`src/rtl/mem_pkg.sv`:
```
// Shared types and widths for the memory stage of the 16-bit pipelined core.
// Optional stall counter is enabled with MEM_STALL_CNT_EN.
package mem_pkg;

  localparam int unsigned DATA_W = 16;
  localparam int unsigned ADDR_W = 8;
  localparam int unsigned REG_W  = 3;
  localparam int unsigned STAT_W = 3;
  localparam int unsigned CNT_W  = 16;

  typedef struct packed {
    logic              valid;
    logic [DATA_W-1:0] alu;
    logic [DATA_W-1:0] store;
    logic [REG_W-1:0]  rd;
    logic              reg_wr;
    logic              mem_rd;
    logic              mem_wr;
    logic [STAT_W-1:0] status;
    logic              status_wr;
  } ex_mem_t;

  typedef struct packed {
    logic              valid;
    logic [DATA_W-1:0] data;
    logic [REG_W-1:0]  rd;
    logic              reg_wr;
  } mem_wb_t;

  typedef enum logic [0:0] {
    IDLE = 1'b0,
    WAIT = 1'b1
  } mem_state_t;

endpackage

```
`src/rtl/mem_handshake_fsm.sv`:
```
// Data-memory req/ack handshake: wait-state tracking, stall and request generation.
// MEM_STALL_CNT_EN adds a saturating count of stalled cycles.
module mem_handshake_fsm
  import mem_pkg::*;
(
  input  logic             clk,
  input  logic             reset,
  input  logic             memop,
  input  logic             dmem_ack,
  output logic             stall_c,
  output logic             dmem_req_c
`ifdef MEM_STALL_CNT_EN
  ,
  output logic [CNT_W-1:0] stall_cycles
`endif
);

  mem_state_t state_q, state_d;

  // Zero-wait memories ack in the request cycle, so the stall is purely combinational.
  assign stall_c    = memop & ~dmem_ack;
  assign dmem_req_c = memop;

  always_ff @(posedge clk or posedge reset) begin
    if (reset) state_q <= IDLE;
    else       state_q <= state_d;
  end

  always_comb begin
    state_d = state_q;
    case (state_q)
      IDLE:    if (memop && !dmem_ack) state_d = WAIT;
      WAIT:    if (dmem_ack) state_d = IDLE;
      default: state_d = IDLE;
    endcase
  end

`ifdef MEM_STALL_CNT_EN
  logic [CNT_W-1:0] cnt_q, cnt_d;

  always_comb begin
    cnt_d = cnt_q;
    if (stall_c && (cnt_q != {CNT_W{1'b1}})) cnt_d = cnt_q + CNT_W'(1);
  end

  always_ff @(posedge clk or posedge reset) begin
    if (reset) cnt_q <= '0;
    else       cnt_q <= cnt_d;
  end

  assign stall_cycles = cnt_q;
`endif

endmodule

```
`src/rtl/mem_stage.sv`:
```
// Memory stage: EX/MEM and MEM/WB registers, data-memory interface, forwarding sources, status flags.
// Define MEM_STALL_CNT_EN to expose the stall_cycles counter.
module mem_stage
  import mem_pkg::*;
(
  input  logic              clk,
  input  logic              reset,
  input  logic              ex_valid,
  input  logic [DATA_W-1:0] ex_alu_out,
  input  logic [DATA_W-1:0] ex_store_data,
  input  logic [REG_W-1:0]  ex_rd,
  input  logic              ex_reg_wr,
  input  logic              ex_mem_rd,
  input  logic              ex_mem_wr,
  input  logic [STAT_W-1:0] ex_status,
  input  logic              ex_status_wr,
  output logic              stall,
  output logic              dmem_req,
  output logic              dmem_we,
  output logic [ADDR_W-1:0] dmem_addr,
  output logic [DATA_W-1:0] dmem_wdata,
  input  logic [DATA_W-1:0] dmem_rdata,
  input  logic              dmem_ack,
  output logic [DATA_W-1:0] mem_data,
  output logic [REG_W-1:0]  mem_rd,
  output logic              mem_reg_wr,
  output logic              mem_is_load,
  output logic [DATA_W-1:0] wb_data,
  output logic [REG_W-1:0]  wb_rd,
  output logic              wb_reg_wr,
  output logic [STAT_W-1:0] status_q
`ifdef MEM_STALL_CNT_EN
  ,
  output logic [CNT_W-1:0]  stall_cycles
`endif
);

  ex_mem_t           m_q, m_d;
  mem_wb_t           w_q, w_d;
  logic [STAT_W-1:0] status_d;
  logic              memop;
  logic              m_load;

  assign memop  = m_q.valid & (m_q.mem_rd | m_q.mem_wr);
  assign m_load = m_q.valid & m_q.mem_rd & ~m_q.mem_wr;

  mem_handshake_fsm u_fsm (
    .clk          (clk),
    .reset        (reset),
    .memop        (memop),
    .dmem_ack     (dmem_ack),
    .stall_c      (stall),
    .dmem_req_c   (dmem_req)
`ifdef MEM_STALL_CNT_EN
    ,
    .stall_cycles (stall_cycles)
`endif
  );

  // EX/MEM capture; a bubble clears the whole record. Store wins over load.
  always_comb begin
    m_d = m_q;
    if (!stall) begin
      m_d = '0;
      if (ex_valid) begin
        m_d.valid     = 1'b1;
        m_d.alu       = ex_alu_out;
        m_d.store     = ex_store_data;
        m_d.rd        = ex_rd;
        m_d.reg_wr    = ex_reg_wr;
        m_d.mem_rd    = ex_mem_rd & ~ex_mem_wr;
        m_d.mem_wr    = ex_mem_wr;
        m_d.status    = ex_status;
        m_d.status_wr = ex_status_wr;
      end
    end
  end

  // MEM/WB capture; held during a stall so the frozen EX keeps its forwarding value.
  always_comb begin
    w_d = w_q;
    if (!stall) begin
      w_d.valid  = m_q.valid;
      w_d.data   = m_load ? dmem_rdata : m_q.alu;
      w_d.rd     = m_q.rd;
      w_d.reg_wr = m_q.valid & m_q.reg_wr & ~m_q.mem_wr;
    end
  end

  always_comb begin
    status_d = status_q;
    if (!stall && ex_valid && ex_status_wr) status_d = ex_status;
  end

  always_ff @(posedge clk or posedge reset) begin
    if (reset) begin
      m_q      <= '0;
      w_q      <= '0;
      status_q <= '0;
    end else begin
      m_q      <= m_d;
      w_q      <= w_d;
      status_q <= status_d;
    end
  end

  assign dmem_we     = m_q.mem_wr;
  assign dmem_addr   = m_q.alu[ADDR_W-1:0];
  assign dmem_wdata  = m_q.store;
  assign mem_data    = m_q.alu;
  assign mem_rd      = m_q.rd;
  assign mem_reg_wr  = m_q.valid & m_q.reg_wr & ~m_q.mem_wr;
  assign mem_is_load = m_load;
  assign wb_data     = w_q.data;
  assign wb_rd       = w_q.rd;
  assign wb_reg_wr   = w_q.reg_wr;

  // Flags are taken at EX capture; the M copies are kept for the record layout only.
  logic unused_fields;
  assign unused_fields = ^{m_q.status, m_q.status_wr, w_q.valid};

endmodule

```
`config.mk`:
```
export PLATFORM = sky130hd
export DESIGN_NAME = mem_stage
export DESIGN_NICKNAME = d
export VERILOG_FILES = /design/src/rtl/mem_pkg.sv /design/src/rtl/mem_handshake_fsm.sv /design/src/rtl/mem_stage.sv
export SDC_FILE = /design/constraint.sdc
export NUM_CORES = 1
export LEC_CHECK = 0
export CORE_MARGIN = 2
export CORE_UTILIZATION = 25
export CTS_BUF_LIST = sky130_fd_sc_hd__clkbuf_16
export CTS_CLUSTER_DIAMETER = 200
export DETAILED_ROUTE_END_ITERATION = 8
export PLACE_DENSITY = 0.56
export SLEW_MARGIN = 20
export SYNTH_ARGS = -nofsm -noshare
export SYNTH_HDL_FRONTEND = slang
export SYNTH_HIERARCHICAL = 1
export SYNTH_SLANG_ARGS = --single-unit
export TNS_END_PERCENT = 20
```
`constraint.sdc`:
```
create_clock -name clk -period 7.3 [get_ports clk]
set_clock_uncertainty 0.2 [all_clocks]
set_input_delay 2.19 -clock clk [delete_from_list [all_inputs] [get_ports clk]]
set_output_delay 2.19 -clock clk [all_outputs]
set_load 0.005 [all_outputs]
```
==> run metrics, run 1 <==
outcome=finished clean; worst skew pair latency=0.32 ns; part of the power in registers=0.405; MaxCap Viol Count=0; most frequent cells in the layout=132 x clkdlybuf4s50_1, 62 x dfrtp_1, 37 x a22o_1; Port-buffer cells=roughly 130; LEAKAGE=1.84 nW; Synth Area per Inst=12.0 µm²; uppermost layer routed=met4; Finished Layout Cells=around 480; Total GRT Usage=0.113; cts bufs inserted=9; Peak Freq=0.177 GHz; #FFs+latches synth=62; die span in y=~110 µm; routed wl met2=about 3200 µm; H-tree Lvls=3; Critical Path Fanout Max=2; RSZ-0062 raised after global routing=no; maximum number of pins on one net before global-route repair=77; NumNets Final=389; most common cell after layout, fill and taps aside=clkdlybuf4s50_1; Yosys Warn Count=6; 1st-pass router iterations=4; Post-CTS Hold Buffers=0; Die W=around 110 µm; Initial Utilization=0.254; synth unique cells=20; Final Hold Viols=0; Worst-path clk slew=about 0.050 ns; sw power=226 µW; Post-Syn Nets=about 300; Vias/cell=~4.3; wirelength, routed=6790 µm; power density cells=roughly 230 nW/µm²; Worst setup EP type=output port; period utilisation layout=0.774; internal power=~750 µW; Post-Syn Instances=about 240; # diodes=0; vias in the first global route=2133; Worst Path Required=just under 5 ns; total negative setup slack=0 ns; met3 wire length=477 µm; fraction of layout cells with a size suffix above 1=0.142; Rel. slew slack=0.453; Hold Worst Slack=a little over 0.3 ns; wire length on met1=slightly above 3000 µm; actual slew at the worst max-slew pin=slightly above 0.8 ns; area grow syn2layout=49.4%; first-pass GRT wire length=between 10000 and 15000 µm; Clk pwr share=0.423; antenna violations before repair=0; sequential fraction of the synthesis area=0.542; # resized after CTS=0; post-route ant nets=0; Sw Share=0.232; postcts setup bufs=0; max-slew violations=0; Sinks on Clock Net=62; Peak VDD IR=~0.11 mV; wire length per cell=between 10 and 15 µm; Final setup violation count=0; CTS Buffer Depth=2; cell total after placement=approximately 460; DRC=0; critical path launch point type=primary input; grt ovf=0; DRT iter0 DRCs=109; # rows=39; TritonCTS clock tree=yes; CP Class=primary input to output port; synthesized area=~2900 µm²; fill count=between 1000 and 1500; post-DP HPWL=about 4400 µm; clock root buffer=clkbuf_16; full die area=between 10000 and 15000 µm²; GP Congestion=0.699; Logic pwr share=0.172; Arr. time, crit path=approximately 3.3 ns; I/O pin count=about 130; Final Critical Period=5.65 ns; Vias=2028; Hold Crit Class=flop to flop; Core Region=approximately 11000 µm²
==> Yosys cell counts <==
cell	count	area, µm²
dfrtp_1	62	1550
buf_4	49	368
a22o_1	37	324
a21oi_2	18	158
nand2_1	17	63.8
nor2b_1	16	100
a21oi_1	14	70.1
mux2_2	7	78.8
buf_2	6	30.0
clkbuf_1	2	7.51
inv_1	2	7.51
a21o_1	1	7.51
a32o_1	1	10.0
and3b_1	1	8.76
buf_12	1	20.0
inv_4	1	6.26
nand3b_4	1	20.0
nor2b_2	1	8.76
nor2b_4	1	13.8
o21a_1	1	7.51
==> registers in the layout, indices dropped and copies added, names as in the netlist <==
signal	count
dmem_wdata	16
dmem_we	1
m_q	3
mem_data	16
mem_rd	3
status_q	3
wb_data	16
wb_rd	3
wb_reg_wr	1
==> logic make-up after synthesis <==
kind of cell | synth area share
AND/OR/NAND/NOR | 0.0752
buffers and inverters | 0.153
AO/OA/AOI/OAI | 0.202
multiplexers | 0.0275
flip-flops | 0.542
==> final cells by class <==
class	instances	area, µm²	area share
Timing Repair Buffer	135	1360	0.319
Tap cell	143	179	0.0419
Inverter	3	13.8	0.00322
Sequential cell	62	1550	0.363
Clock buffer	9	225	0.0527
Multi-Input combinational cell	116	876	0.205
Clock inverter	7	65.1	0.0152
==> routing by layer <==
metal  vias to the layer above  global-route usage
li1                        966                   -
met1                       976               0.146
met2                        80               0.175
met3                         6              0.0432
met4                         0              0.0375
met5                         -                   0
==> critical path, stage by stage <==
cell             delay, ns
clkdlybuf4s50_1       0.44
nor2b_4               0.12
clkdlybuf4s50_1       0.50
==> final timing paths <==
path	from	depth (start not counted)	endpoint	slack, ns
max	dmem_ack	3	stall	1.65
min	status_q[1]$_DFFE_PP0P_	1	status_q[1]$_DFFE_PP0P_	0.31
max reg2reg	m_q[42]$_DFFE_PP0N_	6	status_q[0]$_DFFE_PP0P_	4.74
min reg2reg	status_q[1]$_DFFE_PP0P_	1	status_q[1]$_DFFE_PP0P_	0.31
max in group asynchronous	reset	3	wb_data[2]$_DFFE_PP0N_	4.16
min in group asynchronous	reset	3	dmem_wdata[2]$_DFFE_PP0N_	2.23
==> power groups by stage <==
stage	logic [mW]	clock network [mW]	registers (mW)
2_1_floorplan	0.0805	0	0.398
3_3_place_gp	0.167	0	0.400
3_5_place_dp	0.168	0	0.401
4_1_cts	0.169	0.427	0.395
5_1_grt	0.181	0.445	0.398
6_report	0.168	0.411	0.394
==> through the flow <==
step	instance area, µm²	util	total power [mW]	worst slack, ns
2_1_floorplan	2860	-	0.478	2.59
3_3_place_gp	3960	0.351	0.567	1.65
3_5_place_dp	3960	0.351	0.569	1.66
4_1_cts	4250	0.377	0.992	1.65
5_1_grt	4270	0.379	1.02	1.62
6_report	4270	0.379	0.973	1.65
(Power assumes the default switching activity.)
==> run 2, diff against run 1 <==
--- a/config.mk
+++ b/config.mk
@@ -10,7 +10,7 @@
 export CTS_BUF_LIST = sky130_fd_sc_hd__clkbuf_16
 export CTS_CLUSTER_DIAMETER = 200
 export DETAILED_ROUTE_END_ITERATION = 8
-export PLACE_DENSITY = 0.56
+export PLACE_DENSITY = 0.58
 export SLEW_MARGIN = 20
 export SYNTH_ARGS = -nofsm -noshare
 export SYNTH_HDL_FRONTEND = slang
==> constraint.sdc (replaced) <==
create_clock -name clk -period 5 [get_ports clk]
set_clock_uncertainty 0.2 [all_clocks]
set_input_delay 1.5 -clock clk [delete_from_list [all_inputs] [get_ports clk]]
set_output_delay 1.5 -clock clk [all_outputs]
set_load 0.005 [all_outputs]
==> run 2 against run 1 <==
Net effect: non-clock buffer count unchanged; worst setup slack got worse by 0.92 ns; register-to-register slack worse by 2.3 ns; clock-buffer cell count unchanged; clock power rose by 71%; worst hold slack worse by 0.00065 ns; global-route usage increased by 0.26 points; via count grew 2.4%; cell count did not move; sequential share of layout area decreased by 0.24 points.
==> run metrics, run 2 (synthesized netlist as in run 1, its figures left out) <==
outcome=finished clean (unchanged); LEAKAGE=1.86 nW (was 1.84 nW); # diodes=0 (unchanged); postcts setup bufs=0 (unchanged); Rel. slew slack=0.404 (was 0.453); cts bufs inserted=9 (unchanged); Worst-path clk slew=0.05 ns (about the same); DRC=0 (unchanged); Final Critical Period=roughly 4.3 ns; Vias=2076 (was 2028); fraction of layout cells with a size suffix above 1=0.142 (unchanged); Finished Layout Cells=475 (unchanged); Core Region=11300 µm² (unchanged); GP Congestion=0.675 (was 0.699); CP Class=primary input to output port (unchanged); power density cells=353 nW/µm² (was 228 nW/µm²); Hold Crit Class=flop to flop (unchanged); Vias/cell=4.37 (was 4.27); Die W=111 µm (unchanged); period utilisation layout=0.853; Worst setup EP type=output port (unchanged); # resized after CTS=0 (unchanged); 1st-pass router iterations=5 (was 4); maximum number of pins on one net before global-route repair=77 (unchanged); post-route ant nets=0 (unchanged); DRT iter0 DRCs=117 (was 109); # rows=39 (unchanged); Final Hold Viols=0 (unchanged); max-slew violations=0 (unchanged); total negative setup slack=0 ns (unchanged); CTS Buffer Depth=2 (unchanged); Peak VDD IR=0.166 mV (was 0.112 mV); Final Util=0.382 (was 0.379); Port-buffer cells=132 (unchanged); Sinks on Clock Net=62 (unchanged); RSZ-0062 raised after global routing=no (unchanged); critical path launch point type=primary input (unchanged); MaxCap Viol Count=0 (unchanged); actual slew at the worst max-slew pin=0.893 ns (was 0.820 ns); cell total after placement=459 (was 458); first-pass GRT wire length=11300 µm (was 11000 µm); Arr. time, crit path=2.56 ns (was 3.26 ns); Critical Path Fanout Max=2 (unchanged); I/O pin count=133 (unchanged); Final setup violation count=0 (unchanged); most frequent cells in the layout=132 x clkdlybuf4s50_1, 62 x dfrtp_1, 37 x a22o_1 (unchanged); Post-CTS Hold Buffers=0 (unchanged); wire length per cell=14.5 µm (was 14.3 µm); Peak Freq=approximately 0.23 GHz; post-DP HPWL=4710 µm (was 4400 µm); most common cell after layout, fill and taps aside=clkdlybuf4s50_1 (unchanged); Initial Utilization=0.254 (unchanged); Total GRT Usage=0.116 (was 0.113); area grow syn2layout=50.4% (was 49.4%); worst skew pair latency=0.32 ns (about the same); wirelength, routed=6870 µm (was 6790 µm); Worst Path Required=3.30 ns (was 4.91 ns); die span in y=111 µm (unchanged); H-tree Lvls=3 (unchanged); clock root buffer=clkbuf_16 (unchanged); total power=1.52 mW (was 973 µW); vias in the first global route=2204 (was 2133); grt ovf=0 (unchanged); NumNets Final=389 (unchanged); full die area=12300 µm² (unchanged); antenna violations before repair=0 (unchanged); TritonCTS clock tree=yes (unchanged)
==> run 2: cell types whose count changed in the layout (fill, tap and decap cells not counted), sizes merged <==
cell | previous run | this run
clkinvlp | 3 | 2
bufinv | 1 | 3
inv | 3 | 2
==> run 2: worst paths after layout <==
| kind | start | endpoint | slack [ns] | cells past startpoint |
|---|---|---|---|---|
| worst max-delay path | dmem_ack | stall | 0.74 | 3 |
| worst min-delay path | m_q[6]$_DFFE_PP0N_ | m_q[6]$_DFFE_PP0N_ | 0.31 | 1 |
| worst max register to register | m_q[42]$_DFFE_PP0N_ | status_q[2]$_DFFE_PP0P_ | 2.46 | 6 |
| worst min register to register | m_q[6]$_DFFE_PP0N_ | m_q[6]$_DFFE_PP0N_ | 0.31 | 1 |
| max in group asynchronous | reset | mem_data[5]$_DFFE_PP0N_ | 2.43 | 3 |
| min in group asynchronous | reset | dmem_wdata[1]$_DFFE_PP0N_ | 1.46 | 2 |
==> run 2: critical path, stage by stage <==
cell and delay, ns:
clkdlybuf4s50_1 0.44, nor2b_4 0.12, clkdlybuf4s50_1 0.50
==> run 2: report_power, final <==
group | total, mW | internal, mW | switching, mW
Clock | 0.701 | 0.483 | 0.218
Combinational | 0.243 | 0.161 | 0.0822
Sequential | 0.576 | 0.547 | 0.0298
==> run 2: cell type report <==
type                    instances  area (µm²)
well taps                     143         179
clock inverters                 7         113
multi-input cells             116         876
clock buffers                   9         225
inverters                       3        15.0
flip-flops and latches         62        1550
fillers                      1132        6970
repair buffers                135        1340
==> run 2: layer usage <==
| layer | wire [µm] | part of all wire | up-vias | track usage |
|---|---|---|---|---|
| met3 | 576 | 0.084 | 8 | 0.0399 |
| met5 | 0 | 0 | - | 0 |
| met1 | 3040 | 0.44 | 1006 | 0.145 |
| met4 | 116 | 0.017 | 0 | 0.0550 |
| met2 | 3130 | 0.46 | 91 | 0.179 |
| li1 | - | - | 971 | - |
==> run 2: stage by stage <==
| stage | hold WS, ns | cell area (µm²) | setup WS [ns] |
|---|---|---|---|
| 2_1_floorplan | 0.272 | 2860 | 1.67 |
| 6_report | 0.306 | 4300 | 0.736 |
| 3_5_place_dp | 0.295 | 3960 | 0.738 |
| 4_1_cts | 0.311 | 4300 | 0.730 |
| 5_1_grt | 0.328 | 4300 | 0.698 |
| 3_3_place_gp | 0.289 | 3960 | 0.730 |
==> run 3, diff against run 2 <==
--- a/config.mk
+++ b/config.mk
@@ -7,7 +7,6 @@
 export LEC_CHECK = 0
 export CORE_MARGIN = 2
 export CORE_UTILIZATION = 25
-export CTS_BUF_LIST = sky130_fd_sc_hd__clkbuf_16
 export CTS_CLUSTER_DIAMETER = 200
 export DETAILED_ROUTE_END_ITERATION = 8
 export PLACE_DENSITY = 0.58
==> run 3 against run 2 <==
Net effect: routed wire length hardly changed; fmax stayed put; sequential power about the same; critical path type unchanged; highest routed layer unchanged; first-iteration DRC count down 2.6%; largest power group unchanged; worst setup slack is the same; combinational power is essentially flat; die area unchanged; core utilization up 0.18 points.
==> run metrics, run 3 (synthesized netlist as in run 1, its figures left out) <==
setup slack after placement=0.738 ns (unchanged); CP bufs+invs=2 (unchanged); most common cell after layout, fill and taps aside=clkdlybuf4s50_1 (unchanged); storage element area=1550 µm² (unchanged); grt ovf=0 (unchanged); clock root buffer=clkbuf_16 (unchanged); vias in the first global route=2204 (unchanged); Worst Path Required=3.30 ns (about the same); Sinks on Clock Net=62 (unchanged); cts bufs inserted=9 (unchanged); Final setup violation count=0 (unchanged); post-DP HPWL=4710 µm (unchanged); CTS Buffer Depth=2 (unchanged); TritonCTS clock tree=yes (unchanged); Peak VDD IR=0.166 mV (about the same); Peak Freq=0.235 GHz (unchanged); postcts setup bufs=0 (unchanged); Hold Crit Start=m_q[6]$_DFFE_PP0N_ (unchanged); power density cells=359 nW/µm² (was 353 nW/µm²); first-pass GRT wire length=11300 µm (unchanged); fill count=1130 (was 1132); Port-buffer cells=132 (unchanged); CP Class=primary input to output port (unchanged); Final Critical Period=4.26 ns (unchanged); # diodes=0 (unchanged); Initial Utilization=0.254 (unchanged); actual slew at the worst max-slew pin=0.896 ns (was 0.893 ns); Core Region=11300 µm² (unchanged); die span in y=111 µm (unchanged); # rows=39 (unchanged); Worst-path clk slew=0.06 ns (was 0.05 ns); antenna violations before repair=0 (unchanged); Final Instance Area=4320 µm² (was 4300 µm²); H-tree Lvls=3 (unchanged); full die area=12300 µm² (unchanged); RSZ-0062 raised after global routing=no (unchanged); 1st-pass router iterations=5 (unchanged); area grow syn2layout=51.1% (was 50.4%); worst setup margin=0.736 ns (unchanged); Placed Area=3960 µm² (unchanged); MaxCap Viol Count=0 (unchanged); post-route ant nets=0 (unchanged); FF-to-FF Start=m_q[42]$_DFFE_PP0N_ (unchanged); Die W=111 µm (unchanged); CP dominant cell by count=clkdlybuf4s50_1 (unchanged); I/O pin count=133 (unchanged); Rel. slew slack=0.402 (was 0.404); Hold Crit Class=flop to flop (unchanged); DRT iter0 DRCs=114 (was 117); outcome=finished clean (unchanged); Critical Path Start=dmem_ack (unchanged); Worst setup EP type=output port (unchanged); area of the multi-input gates=876 µm² (unchanged); period utilisation layout=0.853 (unchanged); worst skew pair latency=0.32 ns (about the same); DRC=0 (unchanged); # resized after CTS=0 (unchanged); wire length per cell=14.5 µm (about the same); Arr. time, crit path=2.56 ns (about the same); CP top delay family=buffers and inverters (unchanged); Critical Path Fanout Max=2 (unchanged); total negative setup slack=0 ns (unchanged); slowest stage delay, CP=0.50 ns (about the same); slowest stage cell, crit path=clkdlybuf4s50_1 (unchanged); critical path launch point type=primary input (unchanged); Final Hold Viols=0 (unchanged); Final Util=0.384 (was 0.382); crit path cell chain=clkdlybuf4s50_1 -> nor2b_4 -> clkdlybuf4s50_1 (unchanged); NumNets Final=389 (unchanged); LEAKAGE=1.87 nW (was 1.86 nW); total power=1.55 mW (was 1.52 mW); Hold Worst Slack=0.310 ns (was 0.306 ns); Total GRT Usage=0.116 (unchanged); Finished Layout Cells=475 (unchanged); Vias/cell=4.37 (about the same); fraction of layout cells with a size suffix above 1=0.148 (was 0.142); most frequent cells in the layout=132 x clkdlybuf4s50_1, 62 x dfrtp_1, 37 x a22o_1 (unchanged); Post-CTS Hold Buffers=0 (unchanged); Vias=2078 (was 2076); GP Congestion=0.675 (unchanged); wirelength, routed=6870 µm (about the same); maximum number of pins on one net before global-route repair=77 (unchanged); cell total after placement=459 (unchanged); max-slew violations=0 (unchanged)
run 3: changes by cell type in the layout (fill, tap and decap cells not counted), sizes merged:
cell	delta
clkbuf	+2
clkinv	-2
run 3: area by class of cell:
class | count | share of cell area
inverters | 3 | 0.00347
repair buffers | 135 | 0.311
flip-flops and latches | 62 | 0.359
well taps | 143 | 0.0414
clock buffers | 11 | 0.0585
multi-input cells | 116 | 0.203
clock inverters | 5 | 0.0243
run 3: final timing paths:
path | endpoint | slack, ns | cells past startpoint
worst max-delay path | stall | 0.74 | 3
worst min-delay path | m_q[6]$_DFFE_PP0N_ | 0.31 | 1
worst max register to register | status_q[2]$_DFFE_PP0P_ | 2.46 | 6
worst min register to register | m_q[6]$_DFFE_PP0N_ | 0.31 | 1
max in group asynchronous | mem_data[5]$_DFFE_PP0N_ | 2.43 | 3
min in group asynchronous | dmem_wdata[1]$_DFFE_PP0N_ | 1.46 | 2
run 3: worst reg2reg max path: cells and delay by family, from the launching register on:
kind / cells / cell delay, ns
compound gates: 1 / 0.19
buf+inv: 1 / 0.61
flops: 1 / 0.43
mux: 1 / 0.36
simple gates: 3 / 0.64
run 3: report_power, final:
| part | internal [mW] | total [mW] | switching (mW) |
|---|---|---|---|
| sequential | 0.547 | 0.576 | 0.0299 |
| combinational | 0.161 | 0.243 | 0.0821 |
| clock | 0.514 | 0.734 | 0.220 |
| total | 1.22 | 1.55 | 0.332 |
run 3: layer usage:
layer  part of all wire  GRT usage  wire [µm]
met1               0.44      0.145       3050
met2               0.45      0.179       3120
met3              0.084     0.0399        579
met4              0.017     0.0550        116
met5                  0          0          0
